`config.mk`:
```
export PLATFORM = sky130hd
export DESIGN_NAME = rename_map_flat
export DESIGN_NICKNAME = d
export VERILOG_FILES = /design/src/rtl/rename_pkg.sv /design/src/rtl/rename_map_if.sv /design/src/rtl/rename_map_rat_table.sv /design/src/rtl/rename_map.sv /design/src/flat_wrapper.sv
export SDC_FILE = /design/constraint.sdc
export NUM_CORES = 1
export LEC_CHECK = 0
export CAP_MARGIN = 0
export CORE_MARGIN = 4
export CORE_UTILIZATION = 30
export CTS_CLUSTER_SIZE = 12
export DETAILED_ROUTE_END_ITERATION = 16
export GPL_TIMING_DRIVEN = 0
export HOLD_SLACK_MARGIN = 0.08
export PLACE_DENSITY = 0.46
export SLEW_MARGIN = 15
export SYNTH_ARGS = -nofsm -noshare
export SYNTH_HDL_FRONTEND = slang
export SYNTH_SLANG_ARGS = --single-unit
```
`constraint.sdc`:
```
create_clock -name clk -period 4.2 [get_ports clk]
set_input_delay 1.05 -clock clk [delete_from_list [all_inputs] [get_ports clk]]
set_output_delay 1.05 -clock clk [all_outputs]
set_load 0.02 [all_outputs]
```
`src/rtl/rename_pkg.sv`:
```
// Rename stage shared types: tag widths, RAT image and the renamed-op bundle.
package rename_pkg;
  localparam int PHYS_REGS = 64;
  localparam int ARCH_REGS = 32;
  localparam int PW = $clog2(PHYS_REGS);

  typedef logic [PW-1:0] phys_tag_t;
  typedef logic [4:0] arch_idx_t;
  typedef logic [ARCH_REGS-1:0][PW-1:0] rat_t;

  typedef struct packed {
    phys_tag_t prs1;
    phys_tag_t prs2;
    phys_tag_t prd;
    phys_tag_t old_prd;
    logic      prs1_rdy;
    logic      prs2_rdy;
    logic      rd_we;
  } ren_out_t;

  function automatic rat_t rat_identity();
    rat_t r;
    for (int i = 0; i < ARCH_REGS; i++)
      r[i] = PW'(i);
    return r;
  endfunction
endpackage

```
`src/rtl/rename_map_if.sv`:
```
// Decode, free-list, issue, writeback and retire signals of the rename stage.
interface rename_map_if;
  import rename_pkg::*;

  logic      in_valid;
  logic      in_ready;
  arch_idx_t in_rs1;
  arch_idx_t in_rs2;
  arch_idx_t in_rd;
  logic      in_rd_we;
  logic      fl_alloc_valid;
  phys_tag_t fl_alloc_phys;
  logic      fl_pop;
  logic      out_valid;
  logic      out_ready;
  phys_tag_t out_prs1;
  phys_tag_t out_prs2;
  phys_tag_t out_prd;
  phys_tag_t out_old_prd;
  logic      out_prs1_rdy;
  logic      out_prs2_rdy;
  logic      out_rd_we;
  logic      wb_en;
  phys_tag_t wb_phys;
  logic      commit_en;
  arch_idx_t commit_rd;
  phys_tag_t commit_phys;
  logic      free_en;
  phys_tag_t free_phys;
  logic      flush;

  modport master (
    output in_valid, in_rs1, in_rs2, in_rd, in_rd_we,
    output fl_alloc_valid, fl_alloc_phys, out_ready,
    output wb_en, wb_phys, flush,
    output commit_en, commit_rd, commit_phys,
    input  in_ready, fl_pop, out_valid,
    input  out_prs1, out_prs2, out_prd, out_old_prd,
    input  out_prs1_rdy, out_prs2_rdy, out_rd_we,
    input  free_en, free_phys
  );

  modport slave (
    input  in_valid, in_rs1, in_rs2, in_rd, in_rd_we,
    input  fl_alloc_valid, fl_alloc_phys, out_ready,
    input  wb_en, wb_phys, flush,
    input  commit_en, commit_rd, commit_phys,
    output in_ready, fl_pop, out_valid,
    output out_prs1, out_prs2, out_prd, out_old_prd,
    output out_prs1_rdy, out_prs2_rdy, out_rd_we,
    output free_en, free_phys
  );
endinterface

```
`src/rtl/rename_map_rat_table.sv`:
```
// Arch-to-phys alias table: NR read ports, one write port, bulk load.
module rat_table
  import rename_pkg::*;
#(
  parameter int NR = 2
) (
  input  logic                 clk,
  input  logic                 rst,
  input  arch_idx_t [NR-1:0]   rd_idx,
  output phys_tag_t [NR-1:0]   rd_tag,
  input  logic                 we,
  input  arch_idx_t            wr_idx,
  input  phys_tag_t            wr_tag,
  input  logic                 load,
  input  rat_t                 load_map,
  output rat_t                 map
);
  rat_t map_q;
  rat_t map_d;

  // A bulk load replaces the whole image, so it shadows the write port.
  always_comb begin
    map_d = map_q;
    if (load)
      map_d = load_map;
    else if (we)
      map_d[wr_idx] = wr_tag;
  end

  always_ff @(posedge clk) begin
    if (rst)
      map_q <= rat_identity();
    else
      map_q <= map_d;
  end

  always_comb begin
    rd_tag = '0;
    for (int i = 0; i < NR; i++)
      rd_tag[i] = map_q[rd_idx[i]];
  end

  assign map = map_q;
endmodule

```
`src/rtl/rename_map.sv`:
```
// Rename stage: speculative/committed RATs, ready bits, one-deep output slot.
module rename_map
  import rename_pkg::*;
(
  input logic        clk,
  input logic        rst,
  rename_map_if.slave io
);
  logic      need_alloc;
  logic      in_ready;
  logic      fire;
  logic      alloc;
  logic      commit_ok;
  phys_tag_t spec_rs1;
  phys_tag_t spec_rs2;
  phys_tag_t cmt_old;
  rat_t      spec_map;
  rat_t      cmt_map;
  rat_t      cmt_next;

  logic                 out_valid_q, out_valid_d;
  ren_out_t             out_q, out_d;
  logic [PHYS_REGS-1:0] rdy_q, rdy_d;
  logic                 free_en_q, free_en_d;
  phys_tag_t            free_phys_q, free_phys_d;

  assign need_alloc = io.in_rd_we && (io.in_rd != '0);
  assign in_ready = (!out_valid_q || io.out_ready) && !io.flush
                 && (!need_alloc || io.fl_alloc_valid);
  assign fire  = io.in_valid && in_ready;
  assign alloc = fire && need_alloc;
  assign commit_ok = io.commit_en && (io.commit_rd != '0);

  rat_table #(.NR(2)) u_spec (
    .clk      (clk),
    .rst      (rst),
    .rd_idx   ({io.in_rs2, io.in_rs1}),
    .rd_tag   ({spec_rs2, spec_rs1}),
    .we       (alloc),
    .wr_idx   (io.in_rd),
    .wr_tag   (io.fl_alloc_phys),
    .load     (io.flush),
    .load_map (cmt_next),
    .map      (spec_map)
  );

  rat_table #(.NR(1)) u_cmt (
    .clk      (clk),
    .rst      (rst),
    .rd_idx   (io.commit_rd),
    .rd_tag   (cmt_old),
    .we       (commit_ok),
    .wr_idx   (io.commit_rd),
    .wr_tag   (io.commit_phys),
    .load     (1'b0),
    .load_map ('0),
    .map      (cmt_map)
  );

  // Flush restores the committed view including a same-cycle retirement.
  always_comb begin
    cmt_next = cmt_map;
    if (commit_ok)
      cmt_next[io.commit_rd] = io.commit_phys;
  end

  function automatic logic src_rdy(phys_tag_t t);
    return (t == '0) || rdy_q[t]
        || (io.wb_en && io.wb_phys == t);
  endfunction

  always_comb begin
    rdy_d = rdy_q;
    if (io.wb_en)
      rdy_d[io.wb_phys] = 1'b1;
    if (alloc)
      rdy_d[io.fl_alloc_phys] = 1'b0;
    if (io.flush)
      rdy_d = '1;
  end

  always_comb begin
    out_valid_d = out_valid_q;
    out_d       = out_q;
    if (io.flush) begin
      out_valid_d = 1'b0;
    end else if (fire) begin
      out_valid_d    = 1'b1;
      out_d.prs1     = spec_rs1;
      out_d.prs2     = spec_rs2;
      out_d.prs1_rdy = src_rdy(spec_rs1);
      out_d.prs2_rdy = src_rdy(spec_rs2);
      out_d.rd_we    = need_alloc;
      out_d.prd      = need_alloc ? io.fl_alloc_phys : '0;
      out_d.old_prd  = need_alloc ? spec_map[io.in_rd] : '0;
    end else if (io.out_ready) begin
      out_valid_d = 1'b0;
    end
  end

  always_comb begin
    free_en_d   = commit_ok;
    free_phys_d = commit_ok ? cmt_old : free_phys_q;
  end

  always_ff @(posedge clk) begin
    if (rst) begin
      out_valid_q <= 1'b0;
      out_q       <= '0;
      rdy_q       <= '1;
      free_en_q   <= 1'b0;
      free_phys_q <= '0;
    end else begin
      out_valid_q <= out_valid_d;
      out_q       <= out_d;
      rdy_q       <= rdy_d;
      free_en_q   <= free_en_d;
      free_phys_q <= free_phys_d;
    end
  end

  assign io.in_ready     = in_ready;
  assign io.fl_pop       = alloc;
  assign io.out_valid    = out_valid_q;
  assign io.out_prs1     = out_q.prs1;
  assign io.out_prs2     = out_q.prs2;
  assign io.out_prd      = out_q.prd;
  assign io.out_old_prd  = out_q.old_prd;
  assign io.out_prs1_rdy = out_q.prs1_rdy;
  assign io.out_prs2_rdy = out_q.prs2_rdy;
  assign io.out_rd_we    = out_q.rd_we;
  assign io.free_en      = free_en_q;
  assign io.free_phys    = free_phys_q;
endmodule

```
`src/flat_wrapper.sv`:
```
// flat-port wrapper written by rule: the top's interface ports become plain ports
module rename_map_flat import rename_pkg::*;
  (clk, rst, io_in_valid, io_in_rs1, io_in_rs2, io_in_rd, io_in_rd_we, io_fl_alloc_valid, io_fl_alloc_phys, io_out_ready, io_wb_en, io_wb_phys, io_flush, io_commit_en, io_commit_rd, io_commit_phys, io_in_ready, io_fl_pop, io_out_valid, io_out_prs1, io_out_prs2, io_out_prd, io_out_old_prd, io_out_prs1_rdy, io_out_prs2_rdy, io_out_rd_we, io_free_en, io_free_phys);
  rename_map_if io_i ();
  input logic clk;
  input logic rst;
  input wire logic [$bits(io_i.in_valid)-1:0] io_in_valid;
  input wire logic [$bits(io_i.in_rs1)-1:0] io_in_rs1;
  input wire logic [$bits(io_i.in_rs2)-1:0] io_in_rs2;
  input wire logic [$bits(io_i.in_rd)-1:0] io_in_rd;
  input wire logic [$bits(io_i.in_rd_we)-1:0] io_in_rd_we;
  input wire logic [$bits(io_i.fl_alloc_valid)-1:0] io_fl_alloc_valid;
  input wire logic [$bits(io_i.fl_alloc_phys)-1:0] io_fl_alloc_phys;
  input wire logic [$bits(io_i.out_ready)-1:0] io_out_ready;
  input wire logic [$bits(io_i.wb_en)-1:0] io_wb_en;
  input wire logic [$bits(io_i.wb_phys)-1:0] io_wb_phys;
  input wire logic [$bits(io_i.flush)-1:0] io_flush;
  input wire logic [$bits(io_i.commit_en)-1:0] io_commit_en;
  input wire logic [$bits(io_i.commit_rd)-1:0] io_commit_rd;
  input wire logic [$bits(io_i.commit_phys)-1:0] io_commit_phys;
  output wire logic [$bits(io_i.in_ready)-1:0] io_in_ready;
  output wire logic [$bits(io_i.fl_pop)-1:0] io_fl_pop;
  output wire logic [$bits(io_i.out_valid)-1:0] io_out_valid;
  output wire logic [$bits(io_i.out_prs1)-1:0] io_out_prs1;
  output wire logic [$bits(io_i.out_prs2)-1:0] io_out_prs2;
  output wire logic [$bits(io_i.out_prd)-1:0] io_out_prd;
  output wire logic [$bits(io_i.out_old_prd)-1:0] io_out_old_prd;
  output wire logic [$bits(io_i.out_prs1_rdy)-1:0] io_out_prs1_rdy;
  output wire logic [$bits(io_i.out_prs2_rdy)-1:0] io_out_prs2_rdy;
  output wire logic [$bits(io_i.out_rd_we)-1:0] io_out_rd_we;
  output wire logic [$bits(io_i.free_en)-1:0] io_free_en;
  output wire logic [$bits(io_i.free_phys)-1:0] io_free_phys;
  assign io_i.in_valid = io_in_valid;
  assign io_i.in_rs1 = io_in_rs1;
  assign io_i.in_rs2 = io_in_rs2;
  assign io_i.in_rd = io_in_rd;
  assign io_i.in_rd_we = io_in_rd_we;
  assign io_i.fl_alloc_valid = io_fl_alloc_valid;
  assign io_i.fl_alloc_phys = io_fl_alloc_phys;
  assign io_i.out_ready = io_out_ready;
  assign io_i.wb_en = io_wb_en;
  assign io_i.wb_phys = io_wb_phys;
  assign io_i.flush = io_flush;
  assign io_i.commit_en = io_commit_en;
  assign io_i.commit_rd = io_commit_rd;
  assign io_i.commit_phys = io_commit_phys;
  assign io_in_ready = io_i.in_ready;
  assign io_fl_pop = io_i.fl_pop;
  assign io_out_valid = io_i.out_valid;
  assign io_out_prs1 = io_i.out_prs1;
  assign io_out_prs2 = io_i.out_prs2;
  assign io_out_prd = io_i.out_prd;
  assign io_out_old_prd = io_i.out_old_prd;
  assign io_out_prs1_rdy = io_i.out_prs1_rdy;
  assign io_out_prs2_rdy = io_i.out_prs2_rdy;
  assign io_out_rd_we = io_i.out_rd_we;
  assign io_free_en = io_i.free_en;
  assign io_free_phys = io_i.free_phys;
  rename_map u_core (.clk(clk), .rst(rst), .io(io_i));
endmodule
```
* Word-level counts from Yosys, hierarchy flattened *
Index checks and enable logic that the tools add are counted.

storage, ports and cells
  register bits = 483
  output and inout bits = 37
  word-level logic and storage cells = 153

cells by class
  magnitude comparators = 12
  eq/ne operators = 2
  muxes and demuxes = 31
  bitwise operators = 4
  reductions and logical operators = 29

operators with widths
  kind                                                                count
  2-to-1 mux 192 bit                                                  3
  bitwise mux 192 bit                                                 2
  2-to-1 mux 64 bit                                                   2
  binary-select mux 6 bit (select 5 bit)                              4
  bitwise AND 64 bit                                                  1
  inverter 64 bit                                                     1
  OR 64 bit                                                           1
  demux 6 bit (select 5 bit)                                          2
  2-to-1 mux 6 bit                                                    8
  less-than comparator 6 x 7 -> 1 bit (second input constant)         4
  less-than comparator 5 x 6 -> 1 bit (second input constant)         4
  binary-select mux 1 bit (select 6 bit)                              2
  demux 1 bit (select 6 bit)                                          2
  == test 6 bit                                                       2
  greater-or-equal comparator 6 x 1 -> 1 bit (second input constant)  2
  logical AND 1 bit                                                   12
  zero test 6 bit                                                     2
  greater-or-equal comparator 5 x 1 -> 1 bit (second input constant)  2
  nonzero test 5 bit                                                  2
  logical OR 1 bit                                                    6
  2-to-1 mux 1 bit                                                    6
  nonzero test 2 bit                                                  2
  zero test 1 bit                                                     3
  AND reduction 2 bit                                                 1
  2 further kinds                                                     2

* Logic depth before layout (Yosys ltp) *
  depth in word-level cells = 9
  depth in mapped cells = 15
  depth with buffers taken out = 11

* Modules after synthesis *
Synthesis repeated with hierarchy kept, for this count alone.

second synthesis, totals
  cell total of the unflattened synthesis = 3,411
  area, all modules = 32,486.2 µm²

modules (own cells, without submodules)
  module                      times used  cells an instance  area an instance (µm²)  sequential area each (µm²)
  rat_table at u_core.u_spec  1           1,288              12,525.8                3,843.7
  rat_table at u_core.u_cmt   1           1,209              11,036.8                3,843.7
  rename_map                  1           914                8,923.6                 1,981.9

* Worst setup path before layout *
Ideal clock, no wire load.

  kind = input port to output port
  start = input port io_in_rd[3]
  end = output port io_fl_pop
  arrival = 2.831 ns
  data required time = 3.150 ns
  setup slack = 0.319 ns
  stages on the path = 9
  path buffers = 3
  cells stage by stage = or3_1 > buf_2 > o31a_4 > a21oi_2 > and2_1 > buf_4 > nand2_4 > clkinv_2 > buf_6

between the ends
  word-level cells in the longest chain between the ends = 7

ends and longest elaborated chain
  element             line                source
  start, declared     flat_wrapper.sv:10  input wire logic [$bits(io_i.in_rd)-1:0] io_in_rd;
  nonzero test 5 bit  rename_map.sv:27    assign need_alloc = io.in_rd_we && (io.in_rd != '0);
  logical AND 1 bit   rename_map.sv:27
  zero test 1 bit     rename_map.sv:29    && (!need_alloc || io.fl_alloc_valid);
  logical OR 1 bit    rename_map.sv:29
  logical AND 1 bit   rename_map.sv:29
  via io_in_ready     flat_wrapper.sv:21  output wire logic [$bits(io_i.in_ready)-1:0] io_in_ready;
  logical AND 1 bit   rename_map.sv:30    assign fire = io.in_valid && in_ready;
  logical AND 1 bit   rename_map.sv:31    assign alloc = fire && need_alloc;
  end, declared       flat_wrapper.sv:22  output wire logic [$bits(io_i.fl_pop)-1:0] io_fl_pop;

The timed path passes the listed nets, and every way through them passes these cells.

* Worst setup path after layout *
  start = input port io_in_rd[0]
  end = output port io_fl_pop

between the ends
  word-level cells in the longest chain between the ends = 7

ends and longest elaborated chain
  element                 line
  nonzero test 5 bit (*)  rename_map.sv:27
  logical AND 1 bit (*)   rename_map.sv:27
  zero test 1 bit         rename_map.sv:29
  logical OR 1 bit        rename_map.sv:29
  logical AND 1 bit       rename_map.sv:29
  logical AND 1 bit       rename_map.sv:30
  logical AND 1 bit (*)   rename_map.sv:31

Mark *: on every way between the ends. The rest lies on a longest branch, timed or not.

==> results.md <==
* Status: complete, but fails checks
* Failing checks: negative setup slack
* Top Usage Layer GRT: met2
* Syn. warnings at 0
* R2R setup slack at 0.50 ns
* Met2 usage in global routing at 44.36%
* Die area at 95,230 um2
* Average cell area after synthesis at 9.684 um2
* FF+latch count, synth at 483
* First-pass GRT wire length at 195,600 um
* Final wirelength at 143,500 um
* RSZ-0062 raised after global routing: true
* Top cells by area, synth: dfxtp_1, mux4_2, mux2i_1
* Synth Flop Type: dfxtp_1
* Die Span X at 308.6 um
* Total GRT Usage at 29.22%
* Initial DRT Pass Iterations at 6
* Worst Hold Depth at 2
* Reg2Reg Depth at 12
* Fraction of layout cells with a size suffix above 1 at 14.42%
* Number of buffers created by CTS at 58
* Endpoint type of the worst setup path: output port
* GPL Wtd Cong at 0.9935
* Async S/R FF share, synth at 0%
* Initial antenna violation count at 4
* Die Y at 308.6 um
* Reg-to-reg startpoint: u_core.u_spec.map[49]
* Most frequent cells in the layout: dfxtp_1, mux2i_1, nor2_1, nand2_1, mux4_2
* Avg WL per Cell at 34.56 um
* Top cell by count, worst path: buf_4
* Max-slew headroom at 10.12%
* Htree depth at 2
* CP delay by family, top: buffers and inverters
* LEAKAGE at 11.13 nW
* Yosys top cell area share at 35.67%
* Syn Inst Count at 2,799
* Worst-path cell chain: dlygate4sd2_1, or3_1, buf_4, o31a_4, a21oi_4, and2_1, buf_6, nand2_4, clkinv_4, buf_12, buf_4
* Critical path peak fanout at 10
* Clk buf depth at 3
* Sink Count at 483
* Largest stage delay on the critical path at 0.36 ns
* Detailed Place HPWL at 111,900 um
* Most common cell after layout, fill and taps aside: dfxtp_1
* Post-Route Skew at 0.04378 ns
* Core Area at 89,060 um2
* Power Dens Cells at 378.5 nW/um2
* TritonCTS clock tree: built
* Grt total ovfl at 0
* Slowest-stage cell, CP: or3_1
* WHS Endpoint: u_core.io.out_prd[4]
* Vias per cell at 6.141
* Max-cap check violation count at 0
* Root Driver: clkbuf_16
* Worst Hold Launch: u_core.io.out_prd[4]
* Fin worst setup slack at -0.1212 ns
* HP Class: reg2reg
* Nets at 2,982
* Seq/Total Area, Yosys at 35.67%
* Fin. Hold Viols at 0
* Crit path DAT at 3.27 ns
* FMAX at 231.4 MHz
* FF-to-FF End: u_core.io.out_prs2_rdy
* Met1 Use GR at 39.24%
* Synth area leader: dfxtp_1
* Clock Latency Late Sink at 0.67 ns
* Min Tclk post-route at 4.321 ns
* Number of global-route vias before repair at 24,360
* Post-Syn Area at 27,110 um2
* Fin. max-slew vios at 0
* Met3 GRT Util at 7.415%
* Port bufs at 69
* Setup TNS at -0.1212 ns
* Buffers & Inverters on Critical Path at 6
* CP Data Required Time at 3.15 ns
* Initial DRC count at 3,159
* Tcrit/Tclk final at 102.9%
* CTS Hold Bufs at 0
* Worst setup path class: in2out
* Pin count of the biggest net entering global routing at 18
* DR vias at 25,500
* Area growth, synth to finish at 16.20%
* Critical Path Source Type: primary input
* Worst Max-Slew Pin Slew at 1.348 ns
* Clock transition at path regs at 0.06 ns
* Row count at 109
* Yosys cell types at 69
* EDFF count, synth at 0
* DRC Markers at 0
* Routed Antenna Nets at 0
* Setup violators final at 1
* Initial core utilization at 30.44%
* VDD IR max at 0.0003451 V
* Syn nets at 2,846
* Io pins at 84
* Fin util at 35.37%
[cells in the mapped netlist (11+ instances only)]
master and instances:
nand2_1 209, a22oi_1 43, nor2_2 12, mux2i_1 348, nor2b_1 116, a211oi_1 89, clkbuf_1 168, nand3_1 100
o2111ai_1 13, dfxtp_1 483, a21oi_1 141, o21ai_1 11, nand3b_1 20, o2bb2ai_1 80, nor2_1 259, nor3_1 21
o22ai_1 13, buf_4 13, buf_2 24, and3_1 23, nand4_1 26, a211o_1 67, buf_1 34, o21ai_0 146
nand2b_1 14, inv_1 12, mux4_2 175
[where the power goes]
group          switching (W)  internal, W
Clock                0.00220      0.00304
Sequential          0.000139      0.00469
Combinational        0.00121     0.000646
Total                0.00355      0.00838
[per-layer routing]
layer	part of all wire (%)	vias to the layer above
li1	-	10730
met4	5.3	2
met1	41	12910
met3	10	330
met5	0.0091	-
met2	43	1521
[flip-flops by register name, indices dropped and copies added (netlist names)]
register and count:
u_core.io.out_old_prd 6, u_core.u_spec.map 192, u_core.io.free_phys 6, u_core.u_cmt.map 192
u_core.io.out_prd 6, u_core.rdy_q 64, u_core.io.out_rd_we 1, u_core.io.out_prs2_rdy 1
u_core.io.out_prs2 6, u_core.io.out_prs1 6, u_core.io.out_prs1_rdy 1, u_core.io.free_en 1
u_core.io.out_valid 1
[worst reg2reg max path, stage by stage (launching register included)]
cell     delay (ns)
dfxtp_1        0.37
mux4_2         0.49
mux2i_1        0.44
nor3_1         0.18
or4_1          0.55
buf_2          0.20
buf_6          0.17
nand4_1        0.10
nand4_1        0.14
mux4_2         0.50
nand2_1        0.12
nand3_1        0.16
a31oi_1        0.19
[area by class of cell]
class / count / area, um2
fill: 9133 / 57560
multi-input combinational: 2051 / 16450
sequential: 483 / 9669
clock buffer: 89 / 1748
tap: 1165 / 1458
buffer: 250 / 1142
timing repair buffer: 76 / 737.0
clock inverter: 18 / 221.5
inverter: 15 / 61.31
antenna: 5 / 12.51
[timing repair]
item                                    in CTS  in global routing
buffers inserted                             0                  4
endpoints found under the setup margin     183                 24
pin swaps                                    0                  3
resized for setup                           33                 30
[cells by family (layout without fill, tap and decap cells)]
logic type	Yosys count	count (layout)	share of synthesized area [%]
AND/OR/NAND/NOR	864	864	15.93
AO/OA/AOI/OAI	641	641	15.88
multiplexers	534	534	27.89
flip-flops	483	483	35.67
buffers and inverters	265	448	4.247
XOR/XNOR	12	12	0.3877
other	0	5	0
[how the worst max path moves through the flow]
stage,from,slack [ns],endpoint,cells after the start
2_1_floorplan,io_in_rd[3],0.32,io_fl_pop,9
3_3_place_gp,io_in_rs1[2],-1.53,u_core.io.out_prs1_rdy,13
3_5_place_dp,io_in_rs1[2],-1.56,u_core.io.out_prs1_rdy,13
4_1_cts,io_in_rd[3],-0.23,io_fl_pop,11
5_1_grt,io_in_rd[0],-0.18,io_fl_pop,11
6_report,io_in_rd[0],-0.12,io_fl_pop,11
[metrics by stage]
stage               hold slack (ns)  area, um2  instances  setup WS, ns  total power (W)
detailed placement           0.4536      29320       4036        -1.556         0.006709
CTS                          0.4622      31360       4143       -0.2299          0.01190
global route                 0.4849      31490       4149       -0.1805          0.01220
floorplan                    0.4512      27110       2799        0.3193         0.005945
global placement             0.4506      29250       4033        -1.532         0.006695
finish                       0.4575      31500       4152       -0.1212          0.01192
Power figures use the tool's default switching activity.
